$ cat src/rtl/masked_match_detector.sv
// ============================================================================
// Module   : masked_match_detector
// Brief    : Masked pattern match with level, run-length and one-shot modes.
// Revision : 1.0
// ============================================================================
`default_nettype none

module masked_match_detector #(
  parameter int W     = 2,
  parameter int CNT_W = 8,
  parameter int RUN_W = 4
) (
  input  logic             clk,
  input  logic             reset,
  input  logic             load,
  input  logic [W-1:0]     cfg_pattern,
  input  logic [W-1:0]     cfg_mask,
  input  logic [RUN_W-1:0] cfg_run,
  input  logic [1:0]       cfg_mode,
  input  logic             rearm,
  input  logic             in_valid,
  input  logic [W-1:0]     x,
  output logic             f,
  output logic [CNT_W-1:0] hit_count,
  output logic [RUN_W-1:0] run_len,
  output logic             done
);

  localparam logic [1:0]       S_ARMED    = 2'd0;
  localparam logic [1:0]       S_COUNTING = 2'd1;
  localparam logic [1:0]       S_DONE     = 2'd2;
  localparam logic [1:0]       M_RUN      = 2'd1;
  localparam logic [1:0]       M_ONESHOT  = 2'd2;
  localparam logic [CNT_W-1:0] c_CNT_MAX  = '1;
  localparam logic [RUN_W-1:0] c_RUN_MAX  = '1;

  logic [1:0]       r_state;
  logic [W-1:0]     r_pattern;
  logic [W-1:0]     r_mask;
  logic [RUN_W-1:0] r_run;
  logic [1:0]       r_mode;
  logic             r_f;
  logic [RUN_W-1:0] r_run_len;
  logic [CNT_W-1:0] r_hit;

  logic [1:0]       w_state_nxt;
  logic             w_f_nxt;
  logic [RUN_W-1:0] w_run_len_nxt;
  logic [CNT_W-1:0] w_hit_nxt;
  logic             w_match;
  logic [RUN_W-1:0] w_thr;
  logic [RUN_W-1:0] w_run_step;
  logic [CNT_W-1:0] w_hit_inc;

  assign w_match    = (((x ^ r_pattern) & r_mask) == '0);
  assign w_thr      = (r_run == '0) ? RUN_W'(1) : r_run;
  assign w_run_step = !w_match ? '0
                    : (r_run_len == c_RUN_MAX) ? r_run_len : r_run_len + RUN_W'(1);
  assign w_hit_inc  = (r_hit == c_CNT_MAX) ? r_hit : r_hit + CNT_W'(1);

  // State register, including configuration and registered outputs
  always_ff @(posedge clk) begin
    if (reset) begin
      r_state   <= S_ARMED;
      r_pattern <= '1;
      r_mask    <= '1;
      r_run     <= RUN_W'(1);
      r_mode    <= 2'd0;
      r_f       <= 1'b0;
      r_run_len <= '0;
      r_hit     <= '0;
    end else begin
      if (load) begin
        r_pattern <= cfg_pattern;
        r_mask    <= cfg_mask;
        r_run     <= cfg_run;
        r_mode    <= cfg_mode;
      end
      r_state   <= w_state_nxt;
      r_f       <= w_f_nxt;
      r_run_len <= w_run_len_nxt;
      r_hit     <= w_hit_nxt;
    end
  end

  // Next-state: load > rearm > sample
  always_comb begin
    w_state_nxt   = r_state;
    w_f_nxt       = r_f;
    w_run_len_nxt = r_run_len;
    w_hit_nxt     = r_hit;
    if (load) begin
      w_state_nxt   = S_ARMED;
      w_f_nxt       = 1'b0;
      w_run_len_nxt = '0;
      w_hit_nxt     = '0;
    end else if (r_state == S_DONE) begin
      w_f_nxt = 1'b0;
      if (rearm) begin
        w_run_len_nxt = '0;
        w_state_nxt   = S_ARMED;
      end
    end else if (in_valid) begin
      w_run_len_nxt = w_run_step;
      w_state_nxt   = (w_run_step == '0) ? S_ARMED : S_COUNTING;
      if (w_match) begin
        w_hit_nxt = w_hit_inc;
      end
      case (r_mode)
        M_RUN: w_f_nxt = (w_run_step >= w_thr);
        M_ONESHOT: begin
          w_f_nxt = (w_run_step >= w_thr);
          if (w_run_step >= w_thr) begin
            w_state_nxt = S_DONE;
          end
        end
        default: w_f_nxt = w_match;
      endcase
    end else if (r_mode == M_ONESHOT) begin
      w_f_nxt = 1'b0;
    end
  end

  always_comb begin
    f         = r_f;
    hit_count = r_hit;
    run_len   = r_run_len;
    done      = (r_state == S_DONE);
  end

endmodule

`default_nettype wire

$ cat config.mk
export PLATFORM = sky130hd
export DESIGN_NAME = masked_match_detector
export DESIGN_NICKNAME = d
export VERILOG_FILES = /design/src/rtl/masked_match_detector.sv
export SDC_FILE = /design/constraint.sdc
export NUM_CORES = 1
export LEC_CHECK = 0
export ABC_CLOCK_PERIOD_IN_PS = 2600
export CORE_ASPECT_RATIO = 1.4
export CORE_MARGIN = 3
export CORE_UTILIZATION = 45
export DETAILED_ROUTE_END_ITERATION = 8
export HOLD_SLACK_MARGIN = 0.12
export PLACE_DENSITY = 0.72
export SYNTH_ARGS = -nofsm -noshare
export SYNTH_HDL_FRONTEND = slang
export SYNTH_SLANG_ARGS = --single-unit
export TNS_END_PERCENT = 30
$ cat constraint.sdc
create_clock -name clk -period 2.6 [get_ports clk]
set_clock_uncertainty 0.05 [all_clocks]
set_input_delay 0.39 -clock clk [delete_from_list [all_inputs] [get_ports clk]]
set_output_delay 0.39 -clock clk [all_outputs]
set_load 0.01 [all_outputs]
## After elaboration in Yosys (flattened, before gate mapping)

Index checks and enable logic that the tools add are counted.

- Word-level logic and storage cells: 46
- Input port bits: 17
- Bits in registers: 25
- Output and inout bits: 14

- Reductions and logical operators: 10
- Eq/ne operators: 6
- $add $sub $neg: 2
- Magnitude comparators: 1
- Mux-type cells: 15
- Bitwise operators: 4

Operators with widths:

| cell | number |
|---|---|
| $mux W4 | 6 |
| $mux W2 | 5 |
| $add A8 B1 Y8 const B | 1 |
| $eq A8 B8 Y1 const B | 1 |
| $logic_not A4 Y1 | 2 |
| $add A4 B1 Y4 const B | 1 |
| $eq A2 B2 Y1 const B | 2 |
| $eq A4 B4 Y1 const B | 1 |
| $ge A4 B4 Y1 | 1 |
| $mux W1 | 4 |
| $reduce_and A4 Y1 | 1 |
| $reduce_bool A2 Y1 | 2 |
| $reduce_or A2 Y1 | 2 |
| $reduce_or A3 Y1 | 1 |
| $and A2 B2 Y2 | 1 |
| $eq A2 B1 Y1 const B | 1 |
| $logic_not A2 Y1 | 1 |
| $ne A2 B2 Y1 const B | 1 |
| $not A1 Y1 | 2 |
| $reduce_and A2 Y1 | 1 |
| $xor A2 B2 Y2 | 1 |

## Depth between registers and ports, before layout

Gate-level depths: netlist of run 1.

- Depth in word-level cells: 10
- Depth in mapped cells: 10
- Gate-level depth less buffers: 9

## Worst setup path before layout of run 1

No wires, ideal clock.

- Path kind: flip-flop to flip-flop
- Start: register r_run_len[0] (netlist: run_len[0])
- End: register r_f (netlist: f)
- Clock period less this slack: 2679 ps
- Required time: 2422 ps
- Arrival: 2501 ps
- Cell stages (with the launch flop): 11
- Library setup time: 128 ps
- Slack: -79 ps
- Buffers on the path: 1
- Cells stage by stage: dfxtp_1 > ha_1 > and3_1 > clkbuf_1 > xnor2_1 > nand2_1 > ha_1 > nand2b_1 > a2111oi_0 > or3_1 > a311oi_1

- Longest elaborated chain between the ends: 6
- Elaborated cells between the ends (all ways): 7
- Those cells by class: 1 x add/sub; 1 x order compare; 1 x eq/ne; 4 x mux

RTL lines:

| element | RTL line | source |
|---|---|---|
| start: declaration | 43 | `logic [RUN_W-1:0] r_run_len;` |
| start signal: assignment | 81 | `r_run_len <= w_run_len_nxt;` |
| $add A4 B1 Y4 or $eq A4 B4 Y1 (tied branches) | 58 | `: (r_run_len == c_RUN_MAX) ? r_run_len : r_run_len + RUN_W'(1);` |
| $mux W4 * | 58 |  |
| $mux W4 * | 57 | `assign w_run_step = !w_match ? '0` |
| $ge A4 B4 Y1 * | 110, 112 |  |
| $mux W1 * | -- |  |
| $mux W1 * | 103 | `end else if (in_valid) begin` |
| end signal: assignment | 80 | `r_f <= w_f_nxt;` |
| end: declaration | 42 | `logic r_f;` |

Mark *: on every way between the ends. The rest lies on a longest branch, timed or not.
A chain may end at the register's enable or synchronous reset.

## Worst setup path in the final report of run 1

- Start: input port x[0]
- End: register r_f (netlist: f)

- Longest elaborated chain between the ends: 7

RTL lines:

| element | RTL line | source |
|---|---|---|
| start: declaration | 22 | `input logic [W-1:0] x,` |
| $xor A2 B2 Y2 * | 55 | `assign w_match = (((x ^ r_pattern) & r_mask) == '0);` |
| $and A2 B2 Y2 * | 55 |  |
| $logic_not A2 Y1 * | 55 |  |
| $mux W4 | 57 |  |
| $ge A4 B4 Y1 | 110, 112 |  |
| $mux W1 * | -- |  |
| $mux W1 * | 103 |  |

Marked as above.

==> results of run 1 <==
kinds of logic after synthesis:
group / after synthesis
compound gates: 40
flops: 25
simple gates: 65
fa+ha+maj: 7
xor+xnor: 3
mux: 7
buf+inv: 16
power groups by stage:
stage	registers [mW]	logic [mW]	clock network (mW)
final	0.405	0.157	0.229
after floorplan	0.413	0.0951	0
after CTS	0.405	0.157	0.236
after detailed placement	0.414	0.156	0
after global routing	0.407	0.174	0.253
after global placement	0.413	0.152	0
flip-flops by register name (all words and copies together), names as in the netlist:
signal     cells
run_len        4
hit_count      8
r_run          4
r_state        2
r_mode         2
r_mask         2
r_pattern      2
f              1
final cells by class:
class	instances	area, um2	area share [%]
Multi-Input combinational cell	122	861	46.4
Inverter	9	33.8	1.82
Tap cell	37	46.3	2.50
Sequential cell	25	500	27.0
Clock buffer	4	45.0	2.43
Timing Repair Buffer	39	368	19.8
per-layer routing:
layer	GRT usage (%)	wire length (um)
met3	3.08	166
met4	8.24	89
met5	0	0
met2	35.5	1750
met1	22.4	1390
final timing paths:
check	to	slack [ps]	depth (start not counted)	start
setup / recovery	f	230	9	x[0]
hold / removal	r_mode[0]	450	2	r_mode[0]
setup reg to reg	f	230	9	run_len[0]
hold reg to reg	r_mode[0]	450	2	r_mode[0]
tightest hold or removal path, delay by kind of cell (launching register included):
family,cells,cell delay [ps]
AND/OR/NAND/NOR,1,70
multiplexers,1,60
flip-flops,1,330
Yosys cell counts, types with 2 or more instances:
cell type / instances
xor2_1: 2
dfxtp_1: 25
nor2_1: 16
nand3_1: 2
o211ai_1: 2
a211oi_1: 3
ha_1: 7
buf_2: 2
o21a_1: 2
a31oi_1: 7
and3_1: 5
a41o_1: 2
nor4_1: 3
a21oi_1: 3
nor2b_1: 5
inv_1: 7
clkbuf_1: 4
inv_2: 2
nor3_1: 4
a311oi_1: 2
nand2_1: 14
o31ai_1: 3
mux2i_1: 7
or3_1: 4
nand4_1: 4
a211o_1: 5
stage by stage:
step           setup TNS, ps  util (%)  power [mW]  setup slack [ps]  instance area (um2)
2_1_floorplan              0         -       0.508              79.5                 1430
3_5_place_dp            -102      61.6       0.570             -57.5                 1810
5_1_grt                    0      63.2       0.833              61.4                 1850
6_report                   0      63.2       0.790               230                 1850
3_3_place_gp               0      61.6       0.565              33.5                 1810
4_1_cts                    0      63.2       0.798               214                 1850
==> flow_summary.yaml, run 1 <==
run_status:
  outcome: "finished, final reports clean"
placed_design:
  dp_hpwl_mm: 2.68
  gp_congestion: 0.826
  portBuffers: 30
  dp.cells: 232
route:
  drt_wl_total_mm: 3.39
  viasPerCell: 5.81
  postRouteAntennaNets: 0
  drt_iter0_markers: 28
  via_count: 1372
  drc: 0
  wl_per_cell_um: 14.4
  dr.pass1.iters: 4
worst_setup_path:
  cp_cell_sequence: "clkdlybuf4s50_1 -> xor2_1 -> a22o_1 -> nor3_1 -> ha_1 -> o21a_1 -> nor2_1 -> or3_1 -> a311oi_1"
  cpMaxStageDelayCell: "clkdlybuf4s50_1"
  slowest_delay_ps: 420
  start_kind: "input pin"
  critPathKind: "input pin to flop"
  end_kind: "flop"
  critPathBufInv: 1
  critPathTopFamily: "compound AO/OA/AOI/OAI gates"
  critPathMaxFanout: 6
  critPathArrivalTime_ps: 2500
  cp.required_ps: 2730
power:
  power_frac_clock_pct: 29.0
  p_leak_nw: 0.719
  p_per_area_mw_per_mm2: 426
  pwr-share-comb_pct: 19.8
  internal_power_mw: 0.583
  power.share.switching_pct: 26.2
  p_switching_mw: 0.207
  ir_drop_uv: 354
  p_seq_share_pct: 51.2
timing:
  worst_pin_slew_ps: 559
  fmax_ghz: 0.422
  setup_violations: 0
  period_share_pct: 91.1
  slew_violations: 0
  finalHoldViolCount: 0
  whs_ps: 451
  rsz0062_at_grt: "no"
  slew_headroom_pct: 62.6
  min_period_ps: 2370
yosys:
  ys_async_sr_fraction_pct: 0
  muxShareOfSynthArea_pct: 4.93
  syn_inst: 163
  syn_area_per_cell_um2: 8.72
  ys_warn_count: 0
  synth_top_family_by_area: "simple AND/OR/NAND/NOR gates"
  yosys.area_share.simple_pct: 23.9
  synth_compound_area_share_pct: 23.2
  yosysTopAreaCellShare_pct: 35.2
  yosysTopAreaCell: "dfxtp_1"
  synth_seq_area_share_pct: 35.2
  synthAdderAreaFrac_pct: 6.16
  synthTopCellsByArea: "dfxtp_1 (35%), ha_1 (6.2%), mux2i_1 (4.9%), nor2_1 (4.2%), nand2_1 (3.7%)"
  syn-num-nets: 187
  ys_ff_latch: 25
  syn_area_mm2: 0.00142
  synth_edf_count: 0
  synth-main-ff-cell: "dfxtp_1"
  ys_types: 47
  synthXorXnorAreaFrac_pct: 1.85
floorplan:
  core_mm2: 0.00294
  die_w_um: 53.5
  die_y_um: 72.5
  rows: 23
  ios: 31
  die_area_mm2: 0.00388
  start_util_pct: 48.4
cts:
  cts_buffers: 3
  cts_tree: "done"
  cts-htree-levels: 1
  clock_tree.root_cell: "clkbuf_8"
  clock-sinks: 25
  cts_resized: 0
  cts_buffer_depth: 2
  cts_setup_buffers: 0
  clk_latency_ps: 260
  holdBufCountCts: 0
  cts.clk_slew.worst_paths_ps: 80
grt:
  grtUsageTotal_pct: 19.8
  antenna_found_initial: 0
  grt_pass1_vias: 1351
  grt_pass1_wl_mm: 5.81
  overflow: 0
  grt_max_degree: 17
finish:
  finalNonFillerCells: 236
  nNetsFinal: 224
  drive_gt1_share_pct: 10.1
  antenna_cells: 0
  layout_common_cells: "clkdlybuf4s50_1 (30), dfxtp_1 (25), nor2_1 (16), nand2_1 (14), buf_4 (9)"
  syn2layout_area_growth_pct: 30.5
  layout_commonest_cell: "clkdlybuf4s50_1"
  fillers: 286
worst_hold_path:
  hold_class: "flop to flop"
job:
  maxCapViolations: 0
Power figures use the tool's default switching activity.
==> inputs of run 2 (changes only) <==
- MAX_ROUTING_LAYER: not set -> met4
==> flow_summary.yaml, run 2 (synthesis gave the netlist of run 1 again) <==
cts:
  cts-htree-levels: 1
  cts_buffer_depth: 2
  cts.clk_slew.worst_paths_ps: 80
  holdBufCountCts: 0
  cts_tree: "done"
  clock-sinks: 25
  cts_buffers: 3
  clock_tree.root_cell: "clkbuf_8"
  clk_latency_ps: 270
finish:
  layout_common_cells: "clkdlybuf4s50_1 (30), dfxtp_1 (25), nor2_1 (16), nand2_1 (14), buf_4 (9)"
  largest_register_ffs: 8
  syn2layout_area_growth_pct: 31.7
  layout_commonest_cell: "clkdlybuf4s50_1"
  finalNonFillerCells: 236
  fin_util_pct: 63.8
  fin_area_mm2: 0.00187
  antenna_cells: 0
  drive_gt1_share_pct: 10.6
  nNetsFinal: 224
worst_hold_path:
  hold_class: "flop to flop"
  hold_start: "r_mode[0]"
  whs_endpoint: "r_mode[0]"
  min_path_cells: 2
timing:
  slew_headroom_pct: 60.6
  setup_violations: 0
  period_share_pct: 93.5
  whs_ps: 457
  fmax_ghz: 0.411
  min_period_ps: 2430
  finalHoldViolCount: 0
  setup_tns_ps: 0
  rsz0062_at_grt: "no"
  worst_pin_slew_ps: 588
  slew_violations: 0
worst_setup_path:
  critPathKind: "input pin to flop"
  crit_start: "x[0]"
  critPathArrivalTime_ps: 2560
  end_kind: "flop"
  critPathMaxFanout: 6
  cp_cell_sequence: "clkdlybuf4s50_1 -> xor2_1 -> a22o_1 -> nor3_2 -> ha_1 -> o21a_1 -> nor2_1 -> or3_1 -> a311oi_1"
  timing.rr.start: "run_len[0]"
  critPathTopFamily: "compound AO/OA/AOI/OAI gates"
  critPathBufInv: 1
  r2r-end: "r_state[0]"
  slowest_delay_ps: 410
  start_kind: "input pin"
  cpMaxStageDelayCell: "clkdlybuf4s50_1"
  cp.required_ps: 2730
  reg2reg_slack_ps: 230
  r2r_cells: 9
placed_design:
  placed_area_mm2: 0.00181
  gp_congestion: 0.833
  dp.cells: 232
  dp_hpwl_mm: 2.76
  portBuffers: 30
route:
  drc: 0
  dr.pass1.iters: 6
  viasPerCell: 5.95
  via_count: 1404
  postRouteAntennaNets: 0
  wl_per_cell_um: 15.1
  drt_iter0_markers: 39
  drt_wl_total_mm: 3.57
floorplan:
  die_area_mm2: 0.00388
  die_w_um: 53.5
  core_mm2: 0.00294
  rows: 23
  die_y_um: 72.5
  ios: 31
  start_util_pct: 48.4
grt:
  antenna_found_initial: 0
  grt_pass1_vias: 1338
  overflow: 0
  grtUsageTotal_pct: 20.4
  grt_max_degree: 16
  grt_pass1_wl_mm: 5.84
job:
  maxCapViolations: 0
power:
  p_per_area_mw_per_mm2: 427
  ir_drop_uv: 295
  p_leak_nw: 0.722
run_status:
  outcome: "finished, final reports clean"
==> run 2: worst max-delay path by stage <==
stage | end | slack, ps | depth (start not counted)
after floorplan | r_state[1] | 80 | 10
after detailed placement | f | -130 | 9
after global routing | f | 70 | 8
after CTS | f | 170 | 9
final | f | 170 | 9
after global placement | f | 40 | 9
==> run 2: metrics by stage <==
stage,total power [mW],setup slack [ps]
finish,0.799,170
global route,0.838,72.2
CTS,0.799,173
detailed placement,0.572,-133
global placement,0.565,38.8
floorplan,0.508,79.5
==> run 2: tightest hold or removal path, stage by stage, from the launching register on <==
cell and delay [ps]:
dfxtp_1 340, mux2i_1 70, nor2_1 70
==> run 2: timing repair <==
item / CTS / global route
endpoints found under the setup margin: 0 / 1
setup buffers: 0 / 0
gates resized for setup: 0 / 2
==> run 2: layout make-up <==
type / count / area, um2
inverters: 9 / 33.8
clock buffers: 4 / 45.0
fillers: 286 / 1060
multi-input cells: 122 / 878
flip-flops and latches: 25 / 500
well taps: 37 / 46.3
repair buffers: 39 / 368
==> run 2: report_power, final <==
part           switching (mW)  leakage [nW]  total, mW  internal, mW
Clock                   0.117        0.0228      0.227         0.110
Combinational          0.0855         0.495      0.167        0.0816
Sequential            0.00873         0.204      0.405         0.396
==> run 2: metal layers <==
metal / track usage [%] / vias to the layer above / wire length, um
met5: - / - / 0
met4: 7.67 / 0 / 61
met3: 1.85 / 7 / 160
met2: 35.3 / 46 / 1880
met1: 23.7 / 664 / 1470
li1: - / 687 / -
==> patch (config.mk and constraints of run 2) <==
Set the parameter `CNT_W` to 6 (it was 8).
--- a/src/rtl/masked_match_detector.sv
+++ b/src/rtl/masked_match_detector.sv
@@ -7,7 +7,7 @@
 
 module masked_match_detector #(
   parameter int W     = 2,
-  parameter int CNT_W = 8,
+  parameter int CNT_W = 6,
   parameter int RUN_W = 4
 ) (
   input  logic             clk,
Interface: changed (resized hit_count); port bits go from 31 to 29. No check against the original RTL was run, so the function may have changed too.
==> patch against run 2 <==
  * Final cell count decreased by 7.2%
  * Wire length decreased by 16%
  * Die area decreased by 6.1%
  * Cell area decreased by 8.2%
  * Total power decreased by 11%
  * First-iteration DRC count decreased by 5.1%
  * Setup slack improved by 0.019 ns
  * Synthesized area decreased by 6.8%
  * Via count decreased by 13%
  * Sequential cell count decreased by 2
  * Critical path depth unchanged
  * Clock power decreased by 26%
  * Global-route usage decreased by 2.4 points
  * Non-clock buffer count decreased by 2
  * Largest cell class unchanged
  * Highest routed layer unchanged
==> patch: results (changes against run 2) <==
[yosys]
synth_compound_area_frac = 0.222  ; -0.0105
yosysUniqueCellTypes = 45  ; -4.3%
synth_nets = 173  ; -7.5%
synth_mux_area_frac = 0.0604  ; +0.0111
synth_xor_xnor_area_share = 0.0198  ; +0.00134
ys_top_cells_by_area = dfxtp_1, ha_1, mux2i_1
synthAdderAreaFrac = 0.0661  ; +0.00448
synthTopCellsByCount = dfxtp_1, nor2_1, nand2_1
synth.yosys.seq_area_share = 0.347  ; -0.00462
synth_area_per_cell_um2 = 8.89  ; +2.0%

[drt]
vias = 1215  ; -13%
totalWireLength_um = 2990  ; -16%
firstDrtPassIters = 4  ; -2
vias_per_cell = 5.55  ; -6.7%
drt_iter0_drc = 37  ; -5.1%

[placed_design]
place_ws_ns = -0.120  ; +0.0129 ns
placedInstanceArea_um2 = 1680  ; -7.2%
hpwl_um = 2250  ; -19%
portBuffers = 28  ; -6.7%
dp.cells = 215  ; -7.3%
place.gp.congestion = 0.869  ; +4.3%

[cells_and_area]
antennaDiodeCount = 0  ; unchanged
largest_reg_flops = 6  ; -2
fillCellCount = 236  ; -17%
drive_above_1_share = 0.115  ; +0.00923
nets = 208  ; -7.1%

[critical_path]
worst_r2r_endpoint = r_state[1]
rr_startpoint = run_len[0]
ff2ff_path_depth = 9  ; unchanged
arrival_ns = 2.59  ; +0.03 ns
rrSetupSlack_ns = 0.19  ; -0.04 ns
critPathMaxFanout = 6  ; unchanged

[hold_path]
min_to = r_state[0]
min-delay-start = r_state[0]

[global_routing]
grt_max_degree = 17  ; +1
grt_pass1_wl_um = 5090  ; -13%
grt.total_usage = 0.180  ; -0.0237
grt_pass1_vias = 1194  ; -11%
antenna_found_initial = 0  ; unchanged

[power_and_ir_drop]
max-vdd-ir-drop_mv = 0.292  ; -0.81%
power.leakage_nw = 0.687  ; -4.7%
p_switching_mw = 0.200  ; -5.6%

[clock_tree]
hold_buffers = 0  ; unchanged
worstSkewPairLatency_ns = 0.31  ; +0.04 ns
cts_setup_buffers = 0  ; unchanged
cts.clk_slew.worst_paths_ns = 0.13  ; +0.05 ns
cts-root-buf = clkbuf_4

[outcome]
outcome = completed

[sta]
maxSlewHeadroom = 0.728  ; +0.121

patch: through the flow:
step                power [mW]  utilization  hold slack, ns
finish                   0.712        0.630           0.450
global placement         0.537        0.616           0.400
detailed placement       0.543        0.616           0.427
CTS                      0.714        0.626           0.444
floorplan                0.479            -           0.387
global route             0.752        0.630           0.484
patch: area by class of cell:
| class | instances | area [µm²] | share of cell area |
|---|---|---|---|
| Clock buffer | 4 | 26.3 | 0.0153 |
| Inverter | 9 | 33.8 | 0.0197 |
| Multi-Input combinational cell | 110 | 805 | 0.468 |
| Sequential cell | 23 | 460 | 0.268 |
| Tap cell | 36 | 45.0 | 0.0262 |
| Timing Repair Buffer | 37 | 348 | 0.202 |
patch: what timing repair did:
item / 4_1_cts / 5_1_grt
endpoints found under the setup margin: 0 / 2
hold endpoints to repair: 0 / 0
gates resized for setup: 0 / 1
patch: kinds of logic (layout without fill, tap and decap cells):
group                      Yosys count  count (layout)
DFF                                 23              23
buffers and inverters               16              50
adders and majority gates            7               7
muxes                                8               8
AOI/OAI and AO/OA                   35              35
xor gates and xnor gates             3               3
and+or+nand+nor                     57              57
patch: power by group through the flow:
stage / logic [mW] / registers (mW) / clock network, mW
after floorplan: 0.0966 / 0.383 / 0
after global placement: 0.155 / 0.382 / 0
after detailed placement: 0.160 / 0.383 / 0
after CTS: 0.161 / 0.375 / 0.178
after global routing: 0.184 / 0.377 / 0.191
final: 0.168 / 0.375 / 0.169
patch: critical path, cell delays in order (launching register included):
cell and delay, ns:
dfxtp_1 0.34, ha_1 0.26, and3_1 0.23, xnor2_1 0.16
nand2_1 0.09, ha_1 0.29, nand2b_1 0.18, a2111oi_4 0.43
o41ai_1 0.13, and3_1 0.18
patch: worst max path at each step:
stage	from	end	slack (ns)	cells after the start
after detailed placement	x[0]	r_state[1]	-0.12	9
after global routing	run_len[0]	f	0.03	9
final	run_len[0]	r_state[1]	0.19	9
after global placement	x[0]	f	-0.05	10
after floorplan	run_len[0]	r_state[1]	0.04	10
after CTS	run_len[0]	r_state[1]	0.15	9
patch: per-layer routing:
layer / global-route usage / vias up / part of all wire
met5: - / - / 0
met4: 0.0787 / 0 / 0.022
met3: 0.0235 / 6 / 0.050
met2: 0.303 / 41 / 0.50
met1: 0.207 / 545 / 0.43
li1: - / 623 / -
